$ cat config.mk
export PLATFORM = sky130hd
export DESIGN_NAME = mem_lsu
export DESIGN_NICKNAME = d
export VERILOG_FILES = /design/src/rtl/mem_lsu.sv
export SDC_FILE = /design/constraint.sdc
export NUM_CORES = 1
export LEC_CHECK = 0
export BUFFER_PORTS_ARGS = -buffer_cell sky130_fd_sc_hd__buf_2
export CORE_MARGIN = 5
export CORE_UTILIZATION = 30
export DETAILED_ROUTE_END_ITERATION = 10
export HOLD_SLACK_MARGIN = 0.05
export PLACE_DENSITY = 0.6
export SLEW_MARGIN = 20
export SYNTH_ARGS = -nofsm -noshare
export SYNTH_HDL_FRONTEND = slang
export SYNTH_SLANG_ARGS = --single-unit
$ cat constraint.sdc
create_clock -name clk -period 2.8 [get_ports clk]
set_clock_uncertainty 0.05 [all_clocks]
set_input_delay 0.56 -clock clk [delete_from_list [all_inputs] [get_ports clk]]
set_output_delay 0.56 -clock clk [all_outputs]
set_load 0.005 [all_outputs]
$ cat src/rtl/mem_lsu.sv
// mem_lsu: memory-access stage; drives the dmem req/gnt/rvalid port, aligns stores, extends loads.
// Optional feature macro: NPC_LSU_MISALIGN_EN (trap naturally misaligned accesses instead of issuing them).
module mem_lsu (
  input  logic        clk,
  input  logic        rst_n,
  input  logic        valid_i,
  input  logic        reg_wen_i,
  input  logic [4:0]  reg_waddr_i,
  input  logic [63:0] alu_res_i,
  input  logic [63:0] store_data_i,
  input  logic [7:0]  wmask_i,
  input  logic        s_flag_i,
  input  logic [2:0]  rd_buf_flag_i,
  input  logic [3:0]  expand_signed_i,
  input  logic        ebreak_flag_i,
  input  logic [63:0] pc_i,
  output logic        mem_stall_o,
  output logic        dmem_req_o,
  output logic        dmem_we_o,
  output logic [63:0] dmem_addr_o,
  output logic [63:0] dmem_wdata_o,
  output logic [7:0]  dmem_wmask_o,
  input  logic        dmem_gnt_i,
  input  logic        dmem_rvalid_i,
  input  logic [63:0] dmem_rdata_i,
  output logic        wb_valid_o,
  output logic        wb_wen_o,
  output logic [4:0]  wb_waddr_o,
  output logic [63:0] wb_wdata_o,
  output logic [63:0] wb_pc_o,
  output logic        wb_ebreak_o,
  output logic        misalign_o
);
  typedef enum logic [1:0] {IDLE, REQ, WAIT} state_t;
  state_t      state;
  logic [63:0] addr_q, pc_q, sh_data, ld_data;
  logic [2:0]  sz_q;
  logic [4:0]  rd_q;
  logic        sg_q, wen_q, eb_q, ld_sz, mem_op, mis;
  assign ld_sz  = rd_buf_flag_i != 3'd0 && rd_buf_flag_i <= 3'd4;
  assign mem_op = valid_i & (s_flag_i | ld_sz);
`ifdef NPC_LSU_MISALIGN_EN
  logic [2:0] a, esz;
  assign a   = alu_res_i[2:0];
  // stores carry no size field, so infer it from the lane-0 byte mask
  assign esz = s_flag_i ? (wmask_i == 8'hFF ? 3'd4 : wmask_i == 8'h0F ? 3'd3 : wmask_i == 8'h03 ? 3'd2 : 3'd1) : rd_buf_flag_i;
  assign mis = mem_op & ((esz == 3'd2 & a[0]) | (esz == 3'd3 & |a[1:0]) | (esz == 3'd4 & |a));
`else
  assign mis = 1'b0;
`endif
  assign dmem_addr_o = {addr_q[63:3], 3'b000};
  assign mem_stall_o = state == IDLE ? mem_op & ~mis :
                       state == REQ  ? ~(dmem_we_o & dmem_gnt_i) :
                       state == WAIT ? ~dmem_rvalid_i : 1'b0;
  // bytes shifted in from above byte 7 are zero, which is the defined result for overhanging loads
  assign sh_data = dmem_rdata_i >> {addr_q[2:0], 3'b000};
  assign ld_data = sz_q == 3'd1 ? {{56{sg_q & sh_data[7]}},  sh_data[7:0]}  :
                   sz_q == 3'd2 ? {{48{sg_q & sh_data[15]}}, sh_data[15:0]} :
                   sz_q == 3'd3 ? {{32{sg_q & sh_data[31]}}, sh_data[31:0]} : sh_data;
  // transaction FSM with registered dmem request fields and writeback record
  always_ff @(posedge clk or negedge rst_n) begin
    if (!rst_n) begin
      state        <= IDLE;
      addr_q       <= '0;
      pc_q         <= '0;
      sz_q         <= '0;
      rd_q         <= '0;
      sg_q         <= 1'b0;
      wen_q        <= 1'b0;
      eb_q         <= 1'b0;
      dmem_req_o   <= 1'b0;
      dmem_we_o    <= 1'b0;
      dmem_wdata_o <= '0;
      dmem_wmask_o <= '0;
      wb_valid_o   <= 1'b0;
      wb_wen_o     <= 1'b0;
      wb_waddr_o   <= '0;
      wb_wdata_o   <= '0;
      wb_pc_o      <= 64'h8000_0000;
      wb_ebreak_o  <= 1'b0;
      misalign_o   <= 1'b0;
    end else begin
      wb_valid_o <= 1'b0;
      misalign_o <= 1'b0;
      if (state == IDLE && valid_i) begin
        wb_waddr_o  <= reg_waddr_i;
        wb_pc_o     <= pc_i;
        wb_ebreak_o <= ebreak_flag_i;
        if (mis) begin
          wb_valid_o <= 1'b1;
          wb_wen_o   <= 1'b0;
          misalign_o <= 1'b1;
        end else if (mem_op) begin
          state        <= REQ;
          addr_q       <= alu_res_i;
          pc_q         <= pc_i;
          sz_q         <= rd_buf_flag_i;
          rd_q         <= reg_waddr_i;
          sg_q         <= |expand_signed_i;
          wen_q        <= reg_wen_i;
          eb_q         <= ebreak_flag_i;
          dmem_req_o   <= 1'b1;
          dmem_we_o    <= s_flag_i;
          dmem_wdata_o <= store_data_i << {alu_res_i[2:0], 3'b000};
          dmem_wmask_o <= wmask_i << alu_res_i[2:0];
        end else begin
          wb_valid_o <= 1'b1;
          wb_wen_o   <= reg_wen_i & |reg_waddr_i;
          wb_wdata_o <= alu_res_i;
        end
      end else if (state == REQ && dmem_gnt_i) begin
        dmem_req_o <= 1'b0;
        state      <= dmem_we_o ? IDLE : WAIT;
        if (dmem_we_o) begin
          wb_valid_o  <= 1'b1;
          wb_wen_o    <= 1'b0;
          wb_waddr_o  <= rd_q;
          wb_wdata_o  <= '0;
          wb_pc_o     <= pc_q;
          wb_ebreak_o <= eb_q;
        end
      end else if (state == WAIT && dmem_rvalid_i) begin
        state       <= IDLE;
        wb_valid_o  <= 1'b1;
        wb_wen_o    <= wen_q & |rd_q;
        wb_waddr_o  <= rd_q;
        wb_wdata_o  <= ld_data;
        wb_pc_o     <= pc_q;
        wb_ebreak_o <= eb_q;
      end
    end
  end
endmodule

==> metrics.yaml, run 1 <==
status: "complete, no violations"
path_class: "reg -> reg"
clk_pin_slew_ns: 0.07
grt_setup_unrepaired: "no"
synth_edf_count: 0
cts_buffer_depth: 3
maxCapViolCount: 0
tritoncts: "yes"
slowest_delay_ns: 0.68
synth-main-ff-cell: "dfrtp_1"
p_per_area_mw_per_mm2: 1170
overflow: 0
clock-sinks: 351
die_h_um: 260
io_buffer_count: 555
cts_buffers: 43
synthesis.area_mm2: 0.0187
area_delta_synth_final_pct: 26.6
async_flop_share_pct: 100
core-area_mm2: 0.0617
dr.pass1.iters: 5
root_buffer: "clkbuf_16"
arrival_ns: 3.10
final_nets: 2504
initialDrtViolationCount: 1173
finalHoldViolations: 0
required_ns: 3.25
holdCritStartpoint: "s_flag_i"
maxSlewViolCount: 0
peakVddDrop_mv: 0.586
hpwlAfterDp_um: 53000
synthCells: 1754
ios: 560
yosys_register_bits: 351
grt_pass1_wl_um: 103000
min_to: "dmem_we_o"
min_path_cells: 3
synth.largest_area_cell: "dfrtp_1"
final_common_cell: "buf_2"
gp_congestion: 0.957
fp.dieW_um: 260
initial_utilization_pct: 30.3
worst_path_max_delay_cell: "nor2b_1"
synth_seq_area_share_pct: 47.0
r2r_cells: 6
avgSynthCellArea_um2: 10.7
synth_top_area_share_pct: 46.8
synth.distinct_cells: 61
crit_path_cell_trace: "buf_12 -> nor2b_1 -> a2bb2oi_1 -> o211ai_1 -> a221oi_1 -> nor2_1"
finalSetupTns_ns: 0
post-route-min-period_ns: 2.65
fin_crit_sh_pct: 94.7
die-area_mm2: 0.0674
netlist_top_cells_area: "dfrtp_1, mux2_2, mux2i_1, nor2_1, mux4_2"
routed_via_density: 5.15
p_leak_nw: 10.7
r2r-start: "addr_q[0]"
ant_nets: 0
drc: 0
fmax_mhz: 377
maxSlewHeadroom_pct: 40.5
wire_per_inst_um: 22.4
h-tree-depth: 2
grt_pass1_vias: 15991
clock_latency_ns: 0.57
hp-class: "in -> reg"
rrSetupSlack_ns: 0.15
crit_path_end_kind: "flip-flop"
drive_gt1_share_pct: 41.2
synth_warnings: 0
tightest_slew_ns: 0.870
critPathLaunchType: "flip-flop"
wl_um: 69300
rr_endpoint: "wb_wdata_o[12]"
vias: 15960
antenna_found_initial: 7
critical_path.max_fanout: 35
layout_common_cells: "buf_2, dfrtp_1, nor2_1, nand2_1, mux2_2"
worst_slack_ns: 0.148
setup_viol: 0
grt_max_degree: 141
rows: 91
place_ws_ns: 0.0750
grt_util_all_layers_pct: 19.6
==> cells in the mapped netlist (all sizes together), types with 2 or more instances <==
library cell	instances
dfrtp	350
nor2	186
nand2	169
mux2	164
buf	148
mux2i	147
a21oi	97
o21ai	70
clkbuf	63
o31ai	57
o211ai	56
mux4	29
nor4	26
a221oi	22
nand4	16
nor3	11
a2111oi	10
and2	10
o21a	10
a221o	9
inv	9
nor2b	9
o22a	9
a211oi	8
a2bb2oi	8
and3	7
nand2b	7
o221a	7
o211a	5
o22ai	5
o31a	5
nand3	3
nand3b	3
or4	3
a21o	2
nor4bb	2
o221ai	2
==> through the flow <==
step	utilization, %	total power [mW]	cells	hold slack (ns)	cell area [µm²]
6_report	38.4	27.7	3097	0.182	23700
5_1_grt	38.3	29.6	3092	0.150	23700
4_1_cts	38.3	28.1	3091	0.125	23700
3_5_place_dp	35.9	22.1	3010	0.417	22200
3_3_place_gp	35.9	21.8	3010	0.412	22200
2_1_floorplan	-	17.2	1757	0.214	18700
==> critical path, delay by kind of cell, from the launching register on <==
family / cells / cell delay, ns
AOI/OAI and AO/OA: 3 / 0.86
and+or+nand+nor: 2 / 0.82
DFF: 1 / 0.61
buffers and inverters: 1 / 0.24
==> power breakdown <==
group | total, mW | switching (mW) | internal [mW]
Combinational | 12.6 | 6.84 | 5.80
Clock | 5.75 | 2.34 | 3.41
Sequential | 9.31 | 1.67 | 7.64
Total | 27.7 | 10.9 | 16.8
==> layout make-up <==
type | instances | area (µm²)
Clock buffer | 61 | 1240
Clock inverter | 19 | 231
Tap cell | 837 | 1050
Multi-Input combinational cell | 1185 | 8720
Timing Repair Buffer | 629 | 3600
Sequential cell | 351 | 8790
Inverter | 10 | 37.5
Antenna cell | 5 | 12.5
Fill cell | 6166 | 38000
==> logic make-up after synthesis <==
family / synth area share [%]
AOI/OAI and AO/OA: 14.4
xor gates and xnor gates: 0.0468
other: 0.0201
muxes: 21.3
buffers and inverters: 6.58
DFF: 47.0
and+or+nand+nor: 10.7
==> state kept, by name, indices dropped and copies added, names as in the netlist <==
register	count
addr_q	64
state	2
dmem_we_o	1
wen_q	1
eb_q	1
dmem_wdata_o	64
pc_q	64
rd_q	5
dmem_req_o	1
wb_waddr_o	5
dmem_wmask_o	8
sg_q	1
wb_pc_o	64
sz_q	3
wb_valid_o	1
wb_wdata_o	64
wb_wen_o	1
wb_ebreak_o	1
==> worst max-delay path by stage <==
stage               slack (ns)             end        startpoint
global placement          0.05  wb_wdata_o[55]  rd_buf_flag_i[1]
floorplan                 0.29     mem_stall_o  rd_buf_flag_i[1]
global route             0.007  wb_wdata_o[13]           sz_q[0]
finish                    0.15  wb_wdata_o[12]         addr_q[0]
CTS                       0.03     mem_stall_o          state[0]
detailed placement        0.07  wb_wdata_o[55]  rd_buf_flag_i[1]
==> layer usage <==
| layer | track usage (%) | part of all wire [%] | vias to the layer above |
|---|---|---|---|
| met5 | 0 | 0.088 | - |
| met4 | 6.62 | 3.7 | 12 |
| met3 | 5.08 | 7.8 | 143 |
| met2 | 31.6 | 47 | 621 |
| met1 | 25.8 | 42 | 7922 |
| li1 | - | - | 7262 |
==> repair_timing <==
| item | CTS | global route |
|---|---|---|
| resized for setup | 0 | 0 |
| hold buffers | 1 | 0 |
| endpoints found under the setup margin | 0 | 1 |
| hold endpoints to repair | 45 | 0 |
| buffers inserted | 0 | 1 |
No activity file was read; power rests on OpenSTA's default activity.
==> inputs of run 2 (changes only) <==
Settings changed: CELL_PAD_IN_SITES_DETAIL_PLACEMENT set to 0, CELL_PAD_IN_SITES_GLOBAL_PLACEMENT set to 1, PLACE_DENSITY 0.6 to 0.73.
==> run 2 against run 1 <==
Compared with the run above:
- register-to-register slack is essentially flat
- sequential power down 1%
- worst hold slack improved by 0.0051 ns
- fmax is 0.56% lower
- critical path depth unchanged
- highest routed layer unchanged
- total power rose by 0.19%
- first-iteration DRC count fell by 6.6%
- via count rose by 0.61%
==> metrics.yaml, run 2 (same netlist as run 1, synthesis figures left out) <==
rows: 91
grt_util_all_layers_pct: 20.3
cp_top_family: "compound AO/OA/AOI/OAI gates"
initial_utilization_pct: 30.3
layout_common_cells: "buf_2, dfrtp_1, nor2_1, nand2_1, mux2_2"
p_leak_nw: 10.8
final_area_mm2: 0.0238
maxSlewViolCount: 0
dpl-instance-area_mm2: 0.0223
fin_crit_sh_pct: 95.2
vias: 16057
tightest_slew_ns: 1.07
peakVddDrop_mv: 0.540
initialDrtViolationCount: 1095
slowest_delay_ns: 0.72
hold_ws_ns: 0.187
root_buffer: "clkbuf_16"
routed_via_density: 5.16
ios: 560
dr.pass1.iters: 5
antenna_found_initial: 10
hp-class: "in -> reg"
fp.dieW_um: 260
setup_viol: 0
area_delta_synth_final_pct: 27.2
clk_pin_slew_ns: 0.06
crit_path_cell_trace: "buf_12 -> nor2b_1 -> a2bb2oi_1 -> o211ai_1 -> a221oi_1 -> nor2_1"
wire_per_inst_um: 23.3
h-tree-depth: 2
status: "complete, no violations"
grt_pass1_wl_um: 106000
finalHoldViolations: 0
final_nets: 2522
wl_um: 72400
finalSetupTns_ns: 0
overflow: 0
die-area_mm2: 0.0674
die_h_um: 260
cts_buffer_depth: 3
required_ns: 3.24
io_buffer_count: 555
drive_gt1_share_pct: 41.5
maxCapViolCount: 0
met2WireLength_um: 33800
drc: 0
met3_length_um: 6230
post-route-min-period_ns: 2.67
maxSlewHeadroom_pct: 28.0
clock-sinks: 351
critical_path.max_fanout: 56
dr.max_layer_used: "met5"
cts_buffers: 43
p_per_area_mw_per_mm2: 1170
worst_slack_ns: 0.133
clock_latency_ns: 0.56
grt_setup_unrepaired: "no"
fmax_mhz: 375
critPathLaunchType: "flip-flop"
worst_path_max_delay_cell: "nor2b_1"
place_ws_ns: 0.0692
gp_congestion: 0.926
wl_met1_um: 29400
grt_max_degree: 121
ant_nets: 0
tritoncts: "yes"
hpwlAfterDp_um: 55700
critPathBufInv: 1
core-area_mm2: 0.0617
arrival_ns: 3.11
path_class: "reg -> reg"
final_common_cell: "buf_2"
grt_pass1_vias: 16294
crit_path_end_kind: "flip-flop"
## run 2: repair_timing
item | CTS | global route
buffers inserted | 1 | 2
cloned | 0 | 0
pin swaps | 2 | 1
hold buffers | 1 | 0
resized for setup | 0 | 1
endpoints found under the setup margin | 1 | 2
endpoints found under the hold margin | 60 | 0
## run 2: cell type report
class                   instances  area, µm²
inverters                      10       37.5
repair buffers                647       3780
clock inverters                16        155
well taps                     837       1050
diodes                          5       12.5
multi-input cells            1185       8720
flip-flops and latches        351       8790
clock buffers                  61       1240
fillers                      6228      37900
## run 2: final timing paths
| kind | start | endpoint | slack, ns | cells after the start |
|---|---|---|---|---|
| setup reg to reg | addr_q[0] | wb_wdata_o[8] | 0.13 | 6 |
| hold / removal | s_flag_i | dmem_we_o | 0.19 | 3 |
| min in group asynchronous | rst_n | dmem_wmask_o[5] | 0.59 | 2 |
| hold reg to reg | dmem_wdata_o[31] | dmem_wdata_o[31] | 0.42 | 2 |
| max in group asynchronous | rst_n | addr_q[0] | 1.29 | 3 |
| setup / recovery | addr_q[0] | wb_wdata_o[8] | 0.13 | 6 |
## run 2: routing by layer
layer  vias to the layer above  global-route usage (%)
li1                       7315                       -
met1                      7896                    26.0
met2                       699                    32.7
met3                       137                    6.05
met4                        10                    7.53
met5                         -                       0
## run 2: report_power, final
group	leakage [nW]	switching, mW	internal, mW
clock	0.682	2.28	3.28
combinational	5.93	7.10	5.91
sequential	4.17	1.54	7.64
## run 2: metrics by stage
step / util (%) / power (mW) / std cells
finish: 38.6 / 27.8 / 3112
CTS: 38.5 / 28.1 / 3105
floorplan: - / 17.2 / 1757
global placement: 36.2 / 22.0 / 3026
detailed placement: 36.2 / 22.3 / 3026
global route: 38.5 / 29.6 / 3111
## run 2: worst reg2reg max path, stage by stage, from the launching register on
cell and delay (ns):
dfrtp_4 0.57, buf_12 0.24, nor2b_1 0.76, a2bb2oi_1 0.22, o211ai_1 0.50, a221oi_1 0.15, nor2_1 0.12
==> inputs of run 3 (changes only) <==
Settings changed: CTS_BUF_LIST set to sky130_fd_sc_hd__clkbuf_4.
==> run 3 against run 2 <==
Compared with the run above:
- final area up 6.0%
- critical endpoint unchanged
- largest power group unchanged
- routed wire length up 2.5%
- first-iteration DRC count down 8.9%
- worst setup slack worse by 0.076 ns
- largest cell class unchanged
- non-clock buffer count up 153
- register-to-register slack worse by 0.08 ns
- highest routed layer unchanged
- critical path type unchanged
==> metrics.yaml, run 3 (same netlist as run 1, synthesis figures left out) <==
status: "complete, no violations"
cts_buffer_depth: 3
finalSetupTns_ns: 0
crit_path_cell_trace: "buf_12 -> nor2b_1 -> a2bb2oi_1 -> o211ai_1 -> a221oi_1 -> nor2_1"
critPathLaunchType: "flip-flop"
maxSlewHeadroom_pct: 35.9
post-route-min-period_ns: 2.74
hp-class: "in -> reg"
hpwlAfterDp_um: 55700
comb_power_share_pct: 48.6
io_buffer_count: 555
r2r_cells: 6
total_power_mw: 27.3
area_delta_synth_final_pct: 34.9
setup_viol: 0
grt_util_all_layers_pct: 21.0
path_class: "reg -> reg"
grt_pass1_vias: 17548
setup.worst_path.start: "addr_q[0]"
fmax_mhz: 365
core-area_mm2: 0.0617
die_h_um: 260
worst_path_max_delay_cell: "nor2b_1"
tritoncts: "yes"
required_ns: 3.50
layout_common_cells: "buf_2, dfrtp_1, nor2_1, nand2_1, mux2_2"
seqPwrFrac_pct: 33.6
clock-sinks: 351
p_leak_nw: 11.5
rr_endpoint: "wb_wdata_o[8]"
gp_congestion: 0.926
fin_crit_sh_pct: 97.9
cts_buffers: 103
rows: 91
dpl-instance-area_mm2: 0.0223
wire_per_inst_um: 22.0
drc: 0
finalHoldViolations: 0
p_per_area_mw_per_mm2: 1080
initialDrtViolationCount: 997
ant_nets: 0
p_sw_mw: 11.1
grt_setup_unrepaired: "no"
p_int_mw: 16.3
final_area_mm2: 0.0252
clock_latency_ns: 0.82
final_common_cell: "buf_2"
finish.utilization_pct: 40.9
drive_gt1_share_pct: 41.0
peakVddDrop_mv: 0.502
maxSlewViolCount: 0
antenna_found_initial: 9
switching_share_pct: 40.4
critical_path.max_fanout: 56
ios: 560
r2r-start: "addr_q[0]"
overflow: 0
critPathCapture: "wb_wdata_o[8]"
dr.pass1.iters: 5
clk_pin_slew_ns: 0.06
grt_max_degree: 121
tightest_slew_ns: 0.937
fp.dieW_um: 260
initial_utilization_pct: 30.3
final_nets: 2735
rrSetupSlack_ns: 0.06
routed_via_density: 5.04
crit_path_end_kind: "flip-flop"
maxCapViolCount: 0
vias: 16995
grt_pass1_wl_um: 110000
root_buffer: "clkbuf_4"
wl_um: 74200
h-tree-depth: 3
die-area_mm2: 0.0674
arrival_ns: 3.44
slowest_delay_ns: 0.70
clkPwrFrac_pct: 17.8
run 3: cell count changes in the layout (fill, tap and decap cells not counted), sizes merged:
| cell | before | now |
|---|---|---|
| buf | 646 | 649 |
| dlygate4sd3 | 1 | 151 |
| diode | 5 | 4 |
| clkbuf | 61 | 145 |
| clkinvlp | 4 | 2 |
| inv | 10 | 11 |
| clkinv | 10 | 32 |
run 3: per-stage QoR:
stage	cells	worst slack [ns]	hold slack, ns
2_1_floorplan	1757	0.293	0.214
3_3_place_gp	3026	0.0863	0.408
3_5_place_dp	3026	0.0692	0.411
4_1_cts	3362	0.0522	0.0658
5_1_grt	3369	0.0209	0.105
6_report	3369	0.0574	0.187
run 3: worst min path at each step:
stage          slack, ns        startpoint          endpoint  cells after the start
6_report            0.19  store_data_i[11]  dmem_wdata_o[11]                      3
5_1_grt             0.10  dmem_rdata_i[60]    wb_wdata_o[28]                      4
4_1_cts             0.07  store_data_i[11]  dmem_wdata_o[11]                      3
3_5_place_dp        0.41  dmem_wdata_o[23]  dmem_wdata_o[23]                      2
3_3_place_gp        0.41  dmem_wdata_o[23]  dmem_wdata_o[23]                      2
2_1_floorplan       0.21             rst_n         addr_q[0]                      0
run 3: cell type report:
type	count	area, µm²
clock buffer	145	1090
sequential	351	8790
multi-input combinational	1185	8720
timing repair buffer	800	5320
fill	6133	36500
tap	837	1050
clock inverter	37	210
antenna	4	10.0
inverter	10	37.5
run 3: worst max-delay path, delay by kind of cell, from the launching register on:
family	cells	cell delay, ns
DFF	1	0.58
buffers and inverters	1	0.23
AOI/OAI and AO/OA	3	0.92
and+or+nand+nor	2	0.83
run 3: timing repair:
item | 4_1_cts | 5_1_grt
pin swaps | 2 | 1
gates resized for setup | 1 | 2
setup endpoints to repair | 1 | 3
buffers inserted | 3 | 3
endpoints found under the hold margin | 350 | 0
hold buffers | 151 | 0
cloned | 0 | 0
run 3: layer usage:
metal | GRT usage [%] | share of wire, % | vias up
met5 | 0 | 0.066 | -
met3 | 6.46 | 8.5 | 172
li1 | - | - | 7793
met1 | 26.1 | 40 | 8259
met4 | 9.56 | 4.4 | 8
met2 | 33.9 | 47 | 763
run 3: power groups by stage:
stage	registers, mW	clock network (mW)	logic, mW
after floorplan	8.96	0	8.27
final	9.18	4.87	13.3
after global routing	9.47	5.36	14.5
after CTS	9.17	5.08	13.4
after detailed placement	9.23	0	13.1
after global placement	9.15	0	12.8
